<file path="src/rtl/parity_arbiter.sv">
// Round-robin arbiter sharing one byte-parity unit among N_REQ requesters.
// Optional statistics counters are enabled with `define PARITY_ARB_STATS_EN.
module parity_arbiter #(
  parameter int unsigned N_REQ = 4,
  parameter int unsigned DW    = 8,
  parameter int unsigned IDW   = 3
) (
  input  logic                 clk,
  input  logic                 reset,
  input  logic [N_REQ-1:0]     req,
  input  logic [N_REQ*DW-1:0]  data,
  output logic [N_REQ-1:0]     gnt,
  output logic [N_REQ-1:0]     done,
  output logic                 busy,
  output logic                 res_valid,
  output logic [IDW-1:0]       res_id,
  output logic                 res_par,
  output logic                 res_even,
  output logic [15:0]          odd_cnt,
  output logic [15:0]          total_cnt
);

  localparam int unsigned CW = 16;

  typedef enum logic [1:0] {
    S_IDLE,
    S_LOAD,
    S_CALC,
    S_DONE
  } state_t;

  state_t         state, state_nx;
  logic [IDW-1:0] last_id;
  logic [IDW-1:0] id_r;
  logic [DW-1:0]  data_r;
  logic [IDW-1:0] hi_id, lo_id, win_id;
  logic           hi_found, lo_found, win_found;

  // Round-robin pick: first pending index above last_id, else first pending overall.
  always_comb begin
    hi_id    = '0;
    lo_id    = '0;
    hi_found = 1'b0;
    lo_found = 1'b0;
    for (int unsigned i = 0; i < N_REQ; i++) begin
      if (req[i] && !hi_found && (IDW'(i) > last_id)) begin
        hi_found = 1'b1;
        hi_id    = IDW'(i);
      end
      if (req[i] && !lo_found) begin
        lo_found = 1'b1;
        lo_id    = IDW'(i);
      end
    end
    win_found = hi_found | lo_found;
    win_id    = hi_found ? hi_id : lo_id;
  end

  always_ff @(posedge clk) begin
    if (reset) state <= S_IDLE;
    else       state <= state_nx;
  end

  always_comb begin
    state_nx = state;
    case (state)
      S_IDLE:  if (win_found) state_nx = S_LOAD;
      S_LOAD:  state_nx = S_CALC;
      S_CALC:  state_nx = S_DONE;
      S_DONE:  state_nx = S_IDLE;
      default: state_nx = S_IDLE;
    endcase
  end

  // Datapath and registered outputs, advanced alongside the state register.
  always_ff @(posedge clk) begin
    if (reset) begin
      last_id   <= IDW'(N_REQ - 1);
      id_r      <= '0;
      data_r    <= '0;
      gnt       <= '0;
      done      <= '0;
      busy      <= 1'b0;
      res_valid <= 1'b0;
      res_id    <= '0;
      res_par   <= 1'b0;
      res_even  <= 1'b0;
    end else begin
      busy      <= (state_nx != S_IDLE);
      res_valid <= 1'b0;
      done      <= '0;
      case (state)
        S_IDLE: begin
          if (win_found) begin
            gnt     <= N_REQ'(1) << win_id;
            id_r    <= win_id;
            last_id <= win_id;
          end
        end
        S_LOAD: data_r <= data[32'(id_r)*DW +: DW];
        S_CALC: begin
          res_valid <= 1'b1;
          done      <= gnt;
          res_id    <= id_r;
          res_par   <= ^data_r;
          res_even  <= ~(^data_r);
        end
        S_DONE: gnt <= '0;
        default: gnt <= '0;
      endcase
    end
  end

`ifdef PARITY_ARB_STATS_EN
  // Saturating counters, bumped on the edge that enters DONE.
  always_ff @(posedge clk) begin
    if (reset) begin
      odd_cnt   <= '0;
      total_cnt <= '0;
    end else if (state == S_CALC) begin
      if (total_cnt != {CW{1'b1}}) total_cnt <= total_cnt + CW'(1);
      if ((^data_r) && (odd_cnt != {CW{1'b1}})) odd_cnt <= odd_cnt + CW'(1);
    end
  end
`else
  assign odd_cnt   = '0;
  assign total_cnt = '0;
`endif

endmodule
</file>
<file path="config.mk">
export PLATFORM = sky130hd
export DESIGN_NAME = parity_arbiter
export DESIGN_NICKNAME = d
export VERILOG_FILES = /design/src/rtl/parity_arbiter.sv
export SDC_FILE = /design/constraint.sdc
export NUM_CORES = 1
export LEC_CHECK = 0
export CORE_MARGIN = 2
export CORE_UTILIZATION = 40
export DETAILED_ROUTE_END_ITERATION = 10
export DONT_BUFFER_PORTS = 1
export GPL_TIMING_DRIVEN = 0
export REMOVE_ABC_BUFFERS = 1
export SLEW_MARGIN = 15
export SYNTH_ARGS = -nofsm -noshare
export SYNTH_HDL_FRONTEND = slang
export SYNTH_SLANG_ARGS = --single-unit
export TNS_END_PERCENT = 20
</file>
<file path="constraint.sdc">
create_clock -name clk -period 3.4 [get_ports clk]
set_input_delay 0.34 -clock clk [delete_from_list [all_inputs] [get_ports clk]]
set_output_delay 0.34 -clock clk [all_outputs]
set_load 0.03 [all_outputs]
</file>
==> impl_metrics.py <==
metrics = {
    "power": {
        "p_sw_uw": 462.4,
        "p_int_uw": 716.0,
        "clkPwrFrac": 0.168,
        "irDropWorstVdd_v": 0.0002140,
        "seqPwrFrac": 0.453,
        "p_per_area_nw_per_um2": 740.4,
        "switching_share": 0.3924,
        "p_leak_uw": 0.0006485,
        "pwr-share-comb": 0.379,
    },
    "critical_path": {
        "crit_chain": "mux4_2 -> mux2i_1 -> nor2_1",
        "cp_slowest_cell": "dfxtp_1",
        "cp.arrival_ns": 1.75,
        "critPathLaunch": "id_r[0]",
        "rr_startpoint": "id_r[0]",
        "cp-start-kind": "flop",
        "critPathMaxFanout": 10,
        "cp_slowest_stage_delay_ns": 0.70,
        "endpoint_kind": "flop",
        "path_class": "flop to flop",
        "cp.required_ns": 3.57,
    },
    "synth": {
        "yosysSeqAreaShare": 0.3449,
        "synth_top_area_cell": "dfxtp_1",
        "synth.area.top_cells": "dfxtp_1, buf_4, mux4_2",
        "yosysMostFrequentCell": "buf_4",
        "ys_types": 33,
        "netlist_instances": 167,
        "synth-async-reset-ratio": 0,
        "syn-cell-area_um2": 1625,
        "synth_top_area_frac": 0.3449,
        "synth_edf_count": 0,
        "synth_common_cells": "buf_4, dfxtp_1, nor2_1, mux2i_1, mux4_2",
        "yosysWarnings": 0,
        "synth_area_per_cell_um2": 9.732,
        "synth_ff_type": "dfxtp_1",
        "ys_ff_latch": 28,
    },
    "route": {
        "ant_nets": 0,
        "vias": 1040,
        "via_per_inst": 4.860,
        "routed_wl_um": 2835,
        "drt_first_pass_iters": 4,
        "first_iter_violations": 16,
        "detail_route.wl_per_cell_um": 13.25,
        "drc": 0,
    },
    "die": {
        "start_util": 0.4123,
        "core_area_um2": 3943,
        "die-area_um2": 4589,
        "rows": 23,
        "dieWidth_um": 67.75,
        "fp.dieH_um": 67.75,
        "io_pins": 85,
    },
    "sta": {
        "finClkSkew_ns": 0.002880,
        "fin_crit_ns": 1.583,
        "clock.fmax_ghz": 0.6317,
        "report.final.slew_viol_count": 0,
        "final.setup.tns_ns": 0,
        "holdWs_ns": 0.1228,
        "min_period_over_period": 0.4656,
        "tightestPinTransition_ns": 0.5782,
        "setup_viol": 0,
        "hold_viol_final": 0,
        "timing.final.ws_setup_ns": 1.817,
        "rsz0062_at_grt": "false",
        "max_slew_margin": 0.6140,
    },
    "clock_tree": {
        "h-tree-depth": 1,
        "cts-hold-fix-buffers": 0,
        "clkTransAtPathRegs_ns": 0.09,
        "postCtsSetupRepairBufs": 0,
        "cts_buffer_depth": 2,
        "cts_buffers": 3,
        "clockRootBuffer": "clkbuf_8",
        "clk_latency_ns": 0.27,
        "cts_tree": "built",
        "cts-resized-gates": 0,
        "cts.sinks": 28,
    },
    "grt": {
        "grt_pass1_wl_um": 4112,
        "grt-ovfl-total": 0,
        "track_usage": 0.1173,
        "grt_max_degree": 21,
        "grt_pass1_vias": 915,
        "antenna_found_initial": 0,
    },
    "final_layout": {
        "area_growth_pct": -2.078,
        "utilization": 0.4037,
        "nets": 208,
        "diodes": 0,
        "fill_cells": 401,
        "drive_gt1_frac": 0.1098,
    },
    "place": {
        "place_congestion": 0.7627,
        "dpl_worst_slack_ns": 1.774,
        "numPortBuffers": 0,
        "dp_hpwl_um": 2272,
    },
    "outcome": {
        "status": "finished, final reports clean",
    },
    "worst_hold_path": {
        "hold_start": "reset",
        "hold_path_class": "input pin to flop",
    },
    "flow_run": {
        "drv_cap": 0,
    },
}
==> path summary, 6_finish.rpt <==
path                                   to  slack [ns]  cells after the start
worst max register to register  data_r[4]        1.82                      3
worst max-delay path            data_r[4]        1.82                      3
worst min register to register  data_r[1]        0.52                      2
worst min-delay path               gnt[1]        0.12                      1
==> layout by cell type, fill, tap and decap left out, types with 2 or more instances in the layout <==
cell type	count
a31oi_1	2
conb_1	33
nor2_1	23
nand2_1	4
a21oi_1	3
mux2i_1	11
nand2b_1	3
clkbuf_8	4
nor2b_1	3
xnor2_1	7
inv_1	6
ha_1	5
and2_1	5
mux4_2	8
a32o_1	2
dfxtp_1	28
nor3_1	2
o21ai_0	3
==> power by group through the flow <==
| stage | sequential [uW] | combinational (uW) | clock, uW |
|---|---|---|---|
| 4_1_cts | 537 | 453 | 205 |
| 6_report | 533 | 447 | 198 |
| 3_5_place_dp | 544 | 449 | 0 |
| 5_1_grt | 547 | 493 | 214 |
| 2_1_floorplan | 519 | 393 | 0 |
| 3_3_place_gp | 537 | 435 | 0 |
==> through the flow <==
stage               area [um2]  total power (uW)  std cells
global placement          1536             972.2        210
detailed placement        1536             993.5        210
finish                    1592              1178        214
CTS                       1592              1194        214
global route              1592              1254        214
floorplan                 1474             911.6        160
==> sequential cells by signal, indices dropped and copies added, names as in the netlist <==
register and flops:
busy 1, data_r 8, done 4, gnt 4
id_r 2, last_id 2, res_even 1, res_id 2
res_par 1, res_valid 1, state 2
==> critical path, delay by kind of cell, from the launching register on <==
| kind | cells | cell delay [ns] |
|---|---|---|
| DFF | 1 | 0.70 |
| muxes | 2 | 0.73 |
| and+or+nand+nor | 1 | 0.05 |
==> routing by layer <==
| metal | up-vias | routed length (um) | GRT usage |
|---|---|---|---|
| met4 | 0 | 19 | 0.03061 |
| met1 | 498 | 1106 | 0.1452 |
| li1 | 490 | - | - |
| met3 | 2 | 235 | 0.02667 |
| met2 | 50 | 1475 | 0.2034 |
| met5 | - | 0 | 0 |
==> layout make-up <==
type,instances,area [um2],share of cell area
multi-input combinational,126,890.9,0.5597
sequential,28,560.5,0.3522
tap,50,62.56,0.03931
clock buffer,4,55.05,0.03459
inverter,6,22.52,0.01415
==> logic make-up after synthesis <==
group,Yosys count,synth area share
AOI/OAI and AO/OA,18,0.08392
adders and majority gates,5,0.03849
xor gates and xnor gates,7,0.03772
and+or+nand+nor,44,0.1332
muxes,19,0.1786
other,1,0.002307
buffers and inverters,45,0.1809
DFF,28,0.3449
(Power assumes the default switching activity.)
